[src/rtl/forwarding_unit.sv]
// rtl/forwarding_unit.sv - registered EX-stage operand forwarding select decode
module forwarding_unit #(
  parameter int REG_ADDR_W = 5
) (
  input  logic                  clk,
  input  logic                  rst_n,
  input  logic [REG_ADDR_W-1:0] ID_EXRs1,
  input  logic [REG_ADDR_W-1:0] ID_EXRs2,
  input  logic [REG_ADDR_W-1:0] EX_MEMRegRd,
  input  logic                  EX_MEMRegWrite,
  input  logic                  MEM_WBRegWrite,
  input  logic [REG_ADDR_W-1:0] MEM_WBRegRd,
  output logic [1:0]            Fwd_A,
  output logic [1:0]            Fwd_B
);

  localparam logic [1:0] SEL_REGFILE = 2'b00;
  localparam logic [1:0] SEL_EX_MEM  = 2'b10;
  localparam logic [1:0] SEL_MEM_WB  = 2'b01;

  // x0 is hardwired to zero, so a zero destination is never a real producer.
  logic ex_mem_live;
  logic mem_wb_live;
  logic [1:0] fwd_a_next;
  logic [1:0] fwd_b_next;

  assign ex_mem_live = EX_MEMRegWrite && (EX_MEMRegRd != '0);
  assign mem_wb_live = MEM_WBRegWrite && (MEM_WBRegRd != '0);

  // Operand A decode; EX/MEM checked first because it holds the youngest producer.
  always_comb begin
    fwd_a_next = SEL_REGFILE;
    if (ex_mem_live && (EX_MEMRegRd == ID_EXRs1)) begin
      fwd_a_next = SEL_EX_MEM;
    end else if (mem_wb_live && (MEM_WBRegRd == ID_EXRs1)) begin
      fwd_a_next = SEL_MEM_WB;
    end
  end

  // Operand B decode, independent of operand A.
  always_comb begin
    fwd_b_next = SEL_REGFILE;
    if (ex_mem_live && (EX_MEMRegRd == ID_EXRs2)) begin
      fwd_b_next = SEL_EX_MEM;
    end else if (mem_wb_live && (MEM_WBRegRd == ID_EXRs2)) begin
      fwd_b_next = SEL_MEM_WB;
    end
  end

  // Register the selects so they line up with the EX operand muxes next cycle.
  always_ff @(posedge clk or negedge rst_n) begin
    if (!rst_n) begin
      Fwd_A <= SEL_REGFILE;
      Fwd_B <= SEL_REGFILE;
    end else begin
      Fwd_A <= fwd_a_next;
      Fwd_B <= fwd_b_next;
    end
  end

endmodule

[config.mk]
export PLATFORM = sky130hd
export DESIGN_NAME = forwarding_unit
export DESIGN_NICKNAME = d
export VERILOG_FILES = /design/src/rtl/forwarding_unit.sv
export SDC_FILE = /design/constraint.sdc
export NUM_CORES = 1
export LEC_CHECK = 0
export CORE_AREA = 8 8 45 47
export DETAILED_ROUTE_END_ITERATION = 12
export DIE_AREA = 0 0 53 55
export PLACE_DENSITY_LB_ADDON = 0.3
export SYNTH_ARGS = -nofsm -noshare
export SYNTH_HDL_FRONTEND = slang
export SYNTH_SLANG_ARGS = --single-unit
[constraint.sdc]
create_clock -name clk -period 0.8 [get_ports clk]
set_input_delay 0.08 -clock clk [delete_from_list [all_inputs] [get_ports clk]]
set_output_delay 0.08 -clock clk [all_outputs]
set_load 0.02 [all_outputs]
Word-level counts from Yosys, hierarchy flattened
Cells that the tools add are included.
W data, S select, Z words.
Storage, ports and cells
  flip-flop bits (word level): 4
  input port bits: 24
  output and inout bits: 4
  word-level logic and storage cells: 18
Cells by class
  equality and inequality tests: 4
  muxes and demuxes: 4
  reductions and logical operators: 8
Operators with widths (count)
  $eq A5 B5 Y1: 4
  $reduce_bool A5 Y1: 2
  $logic_and A1 B1 Y1: 6
  $mux W2: 2
  $mux W1: 2

Logic depth before layout (Yosys ltp)
  word-level depth: 5
  depth in mapped cells: 4
  depth with buffers taken out: 4

Least setup slack after synthesis
OpenSTA, ideal clock, no wires.
  path kind: input to register
  start point: input EX_MEMRegRd[4]
  end point: register Fwd_A[0]
  setup time: 0.096 ns
  arrival: 1.056 ns
  data required time: 0.704 ns
  setup slack: -0.352 ns
  stages: 4
  buffers on the path: 0
  cell sequence: or4_1 -> o21ai_2 -> nor4_1 -> nor4_2
Between the ends
  cells in the longest elaborated chain, start to end: 4
  elaborated cells on any way between the ends: 5
  those cells by class: 1 x eq/ne; 1 x mux; 3 x reduce/logical
RTL lines
  from (decl): RTL line 9  | input logic [REG_ADDR_W-1:0] EX_MEMRegRd,
  $reduce_bool A5 Y1: RTL line 27  | assign ex_mem_live = EX_MEMRegWrite && (EX_MEMRegRd != '0);
  $logic_and A1 B1 Y1: RTL line 27
  $logic_and A1 B1 Y1 (*): RTL line 33  | if (ex_mem_live && (EX_MEMRegRd == ID_EXRs1)) begin
  $mux W2 (*): RTL line 33
  named net fwd_a_next[0]: RTL line 24  | logic [1:0] fwd_a_next;
  to (signal assigned): RTL line 56  | Fwd_A <= fwd_a_next;
  to (decl): RTL line 13  | output logic [1:0] Fwd_A,
Mark *: on every way through the listed nets, which the timed path passes. The rest lies on a longest branch.

Final worst setup path
  start point: input EX_MEMRegRd[0]
  end point: register Fwd_A[0]
The elaborated chain is that of the path after synthesis.

==> results_dict.tcl <==
set metrics [dict create \
    maxSlewViolCount 0 \
    coreArea_mm2 0.00138 \
    via_per_inst 4.55 \
    drc_errors 0 \
    path_cells "buf_6, or4_4, o21ai_4, nor4_4, nor4_2" \
    post-route-period-util_pct 123 \
    worst_ep_required_time_ns 0.93 \
    port_buffers 27 \
    fillers 131 \
    tightest_slew_ns 0.302 \
    vias 460 \
    drtPass1Iterations 1 \
    cp_top_family "simple AND/OR/NAND/NOR gates" \
    synthCells 38 \
    holdCritPathClass "input pin to asynchronous set/reset pin" \
    fmax_mhz 1010 \
    nets 111 \
    antenna_found_initial 0 \
    io_pins 28 \
    register_area_um2 100 \
    cp_slowest_stage_delay_ns 0.54 \
    critPathMaxFanout 2 \
    track_usage_pct 9.43 \
    peakVddDrop_v 0.000416 \
    crit_buf_inv 1 \
    synth.avg_cell_area_um2 9.75 \
    cts_buffers 3 \
    status "complete, but fails checks" \
    synth_cell_types 11 \
    layout_setup_ws_ns -0.188 \
    cts_root_buffer "clkbuf_4" \
    die_y_um 55 \
    die_w_um 53 \
    critPathKind "input pin to flop" \
    worstPathArrival_ns 1.11 \
    power_density_mw_per_mm2 930 \
    die_area_mm2 0.00292 \
    globalRouteMet2Util_pct 18.4 \
    synth_seq_cells 4 \
    grt_use_met3_pct 3.21 \
    maxCapViolCount 0 \
    fin_hold_ws_ns 0.0549 \
    final_antenna_net_count 0 \
    drt-total-wl_mm 1.25 \
    cts_max_level 1 \
    yosysSeqAreaShare_pct 27.0 \
    path_clk_slew_ns 0.04 \
    clk_path_buf_depth 2 \
    grt_use_met1_pct 8.28 \
    antenna_cells 0 \
    violations "negative setup slack" \
    grt_max_degree 5 \
    start_kind "input pin" \
    yosys_warnings 0 \
    num_rows 14 \
    place_congestion 0.681 \
    final-setup-viol-count 5 \
    tritoncts "done" \
    endpoint_kind "flop" \
    rsz0062_at_grt "yes" \
    synth_area_um2 370 \
    grt_pass1_wl_mm 2.01 \
    hold_viol 0 \
    wl_per_cell_um 12.4 \
    multiInputGateArea_um2 337 \
    grt-ovfl-total 0 \
    final_cell_mix "buf_4, xnor2_1, dlygate4sd2_1, buf_6, dfrtp_1" \
    crit_path_top_delay_cell "or4_4" \
    drive_gt1_share_pct 47.1 \
    start_util_pct 26.8 \
    slew_headroom_pct 79.7 \
    layoutNonFillerInstCount 101 \
    drtIter0Drc 0 \
    dp_hpwl_mm 1.16 \
    power_w 0.000792 \
    cts_sinks 4 \
    syn_nets 62 \
    final_common_cell "buf_4" \
    syn_to_final_growth_pct 130 \
    placed_cells 97 \
    power.leakage_nw 0.371 \
    period_needed_ns 0.988 \
    grt_pass1_vias 511 \
    grt_busiest_layer "met2" \
]
==> path summary, 6_finish.rpt <==
| path | from | to | cells past startpoint |
|---|---|---|---|
| max | EX_MEMRegRd[0] | Fwd_A[0]$_DFF_PN0_ | 5 |
| min | rst_n | Fwd_B[0]$_DFF_PN0_ | 1 |
| max in group asynchronous | rst_n | Fwd_A[0]$_DFF_PN0_ | 1 |
| min in group clk | EX_MEMRegRd[3] | Fwd_B[1]$_DFF_PN0_ | 4 |
==> report_power, final <==
| part | leakage [nW] | total, W | switching, W | internal (W) |
|---|---|---|---|---|
| Sequential | 0.0557 | 0.000209 | 0.00000157 | 0.000207 |
| Clock | 0.0138 | 0.000236 | 0.0000691 | 0.000167 |
| Combinational | 0.302 | 0.000347 | 0.000140 | 0.000207 |
==> kinds of logic (layout without fill, tap and decap cells) <==
kind of cell | Yosys count | in the layout | synth area share, %
compound gates | 1 | 1 | 2.37
simple gates | 13 | 13 | 23.3
xor+xnor | 20 | 20 | 47.3
buf+inv | 0 | 47 | 0
flops | 4 | 4 | 27.0
==> per-layer routing <==
metal | share of wire (%) | up-vias
met1 | 37 | 208
met5 | 0 | -
li1 | - | 227
met2 | 52 | 23
met4 | 0.56 | 0
met3 | 11 | 2
==> layout make-up <==
| type | count | share of cell area, % |
|---|---|---|
| flip-flops and latches | 4 | 11.7 |
| repair buffers | 44 | 43.8 |
| clock buffers | 3 | 2.64 |
| well taps | 16 | 2.35 |
| multi-input cells | 34 | 39.5 |
==> Yosys cell counts, drive strengths merged <==
cell,instances,area [µm²]
nand4,2,12.5
o21ai,1,8.76
dfrtp,4,100
xnor2,16,140
nand2,2,7.51
xor2,4,35.0
nand3,2,10.0
or4,2,15.0
nor4,4,37.5
nor2,1,3.75
==> sequential cells by signal, indices dropped and copies added (netlist names) <==
register,cells
Fwd_A,2
Fwd_B,2
==> stage by stage <==
step	util, %	setup slack (ns)	area [µm²]	setup TNS, ns
global route	61.6	-0.218	852	-0.703
CTS	61.2	-0.245	847	-0.541
finish	61.6	-0.188	852	-0.534
global placement	58.1	-0.721	805	-3.40
floorplan	-	-0.248	394	-0.831
detailed placement	58.1	-0.764	805	-3.54
==> timing repair <==
item / CTS / global route
pin swaps: 9 / 8
resized for setup: 65 / 5
buffers inserted: 1 / 0
endpoints found under the setup margin: 8 / 8
hold buffers: 0 / 0
(Power assumes the default switching activity.)
==> edit (same flow settings) <==
Set the parameter `REG_ADDR_W` to 6 (it was 5).
--- a/src/rtl/forwarding_unit.sv
+++ b/src/rtl/forwarding_unit.sv
@@ -1,6 +1,6 @@
 // rtl/forwarding_unit.sv - registered EX-stage operand forwarding select decode
 module forwarding_unit #(
-  parameter int REG_ADDR_W = 5
+  parameter int REG_ADDR_W = 6
 ) (
   input  logic                  clk,
   input  logic                  rst_n,
Ports: changed (resized EX_MEMRegRd, ID_EXRs1, ID_EXRs2 and MEM_WBRegRd); port bits go from 28 to 32. No check against the original RTL was run, so the function may have changed too.
==> edit against the unedited design <==
  * The flow still finishes with violations (negative setup slack)
  * Worst hold slack got worse by 0.0032 ns
  * Synthesized area rose by 18%
  * Sequential cell count did not move
  * Critical endpoint is now Fwd_B[0]$_DFF_PN0_
  * Highest routed layer unchanged
  * Final area rose by 13%
  * Setup slack got worse by 0.069 ns
  * Die area did not move
  * Via count rose by 11%
  * Routed wire length rose by 18%
  * Largest power group unchanged
  * Power rose by 6.2%
  * Global-route usage rose by 2.1 points
==> edit: results (changes against the unedited design) <==
[metrics] largest registers: Fwd_A: 2 flops, Fwd_B: 2 flops
[metrics] root buffer selected by CTS: clkbuf_4
[metrics] wire length of the first global-routing pass: 2.442 mm (+21%)
[metrics] violations in the final reports: negative setup slack
[metrics] final worst-path setup slack: -0.2568 ns (-0.06917 ns)
[metrics] Synth Flop Type: dfrtp_1
[metrics] layout net count: 128 (+15%)
[metrics] number of fillers in the final layout: 126 (-3.8%)
[metrics] H-tree levels: 1 (unchanged)
[metrics] CTS clk-pin slew, worst paths: 0.04 ns (about the same)
[metrics] Post-DP Area: 938.4 sq um (+17%)
[metrics] crit path capture: Fwd_B[0]$_DFF_PN0_
[metrics] asr flop ratio synth: 1.000 (unchanged)
[metrics] most frequent cells after synthesis: 12 x xnor2_1, 12 x xor2_1, 4 x dfrtp_1
[metrics] crit path launch: EX_MEMRegRd[4]
[metrics] smallest hold slack: 0.05168 ns (-0.003223 ns)
[metrics] non-filler cells, final: 114 (+13%)
[metrics] Starting DRT DRC Count: 2 (+2)
[metrics] Synth Net Count: 70 (+13%)
[metrics] Synth warnings: 0 (unchanged)
[metrics] final core utilization: 0.6980 (+0.08228)
[metrics] clk buf depth: 2 (unchanged)
[metrics] antenna diode count: 0 (unchanged)
[metrics] number of optimization iterations in the first detailed-route pass: 3 (+2)
[metrics] Finish-stage setup viols: 8 (+3)
[metrics] number of standard cells after synthesis: 42 (+11%)
[metrics] Leakage: 0.4391 nW (+18%)
[metrics] Final Wtd Congestion: 0.7505 (+10%)
[metrics] sequential element share of the synthesized area: 0.2286 (-0.04170)
[metrics] proportion of layout cells with a drive suffix above 1: 0.4286 (-0.04202)
[metrics] data arrival time of the critical path: 1.21 ns (+0.10 ns)
[metrics] main area contributors after synthesis: xnor2_1 24%, xor2_1 24%, dfrtp_1 23%, nor4_2 5.7%, o31ai_4 4.9%
[metrics] result of the run: finished, violations left
[metrics] highest net fanout along the worst path: 2 (unchanged)
[metrics] hpwl dp: 1.365 mm (+18%)
[metrics] count of buffers added by post-CTS timing repair for setup: 0 (-1)
[metrics] Port Buffers: 31 (+15%)
[metrics] GRT Util Overall: 0.1156 (+0.02125)
[metrics] detailed-route via count: 509 (+11%)
[metrics] Post-Route WL: 1.475 mm (+18%)
[metrics] maximum number of pins on one net before global-route repair: 5 (unchanged)
[metrics] HP Class: input port to asynchronous set/reset pin
[metrics] number of antenna violations at the first check in global routing: 0 (unchanged)
[metrics] post-synthesis cell type count: 12 (+1)
[metrics] Max VDD drop: 0.0003662 V (-12%)
[metrics] worst max-slew margin expressed relative to the limit: 0.7895 (-0.007751)
[metrics] TritonCTS buffer count: 3 (unchanged)
[metrics] number of global-route vias before repair: 615 (+20%)
[edit: metrics by stage]
stage / TNS (ns) / total power, mW / setup slack [ns]
2_1_floorplan: -1.169 / 0.3305 / -0.3226
3_3_place_gp: -3.692 / 0.6147 / -0.7743
3_5_place_dp: -3.804 / 0.6196 / -0.7995
4_1_cts: -0.9044 / 0.8645 / -0.2415
5_1_grt: -1.071 / 0.8918 / -0.2838
6_report: -0.8718 / 0.8411 / -0.2568
[edit: where the power goes]
part           total (mW)  internal [mW]  switching, mW
sequential          0.207          0.206       0.000890
clock               0.245          0.167         0.0773
combinational       0.390          0.229          0.161
total               0.841          0.602          0.239
[edit: cell type report]
class	count	area share
clock buffers	3	0.02332
multi-input cells	38	0.3860
flip-flops and latches	4	0.1036
well taps	16	0.02073
repair buffers	53	0.4663
[edit: kinds of logic (layout without fill, tap and decap cells)]
kind of cell    after synthesis  in the layout  synth area share
buf+inv                       0             56                 0
flops                         4              4            0.2286
compound gates                2              2           0.06572
simple gates                 12             12            0.2257
xor+xnor                     24             24            0.4800
[edit: per-layer routing]
metal  routed length [microns]  share of wire  vias to the layer above  GRT usage
met4                         9         0.0061                        0    0.06466
met2                       781           0.53                       23     0.2129
met3                       139          0.094                        2    0.03743
met1                       545           0.37                      218     0.1116
li1                          -              -                      266          -
met5                         0              0                        -          0
[edit: repair_timing]
action / CTS / global route
pin swaps: 13 / 5
endpoints found under the setup margin: 8 / 8
hold buffers: 0 / 0
gates resized for setup: 68 / 1
[edit: worst max-delay path, stage by stage]
cell	delay (ns)
buf_6	0.09
or4_4	0.54
o31ai_4	0.30
nor4_4	0.10
nor3_2	0.10
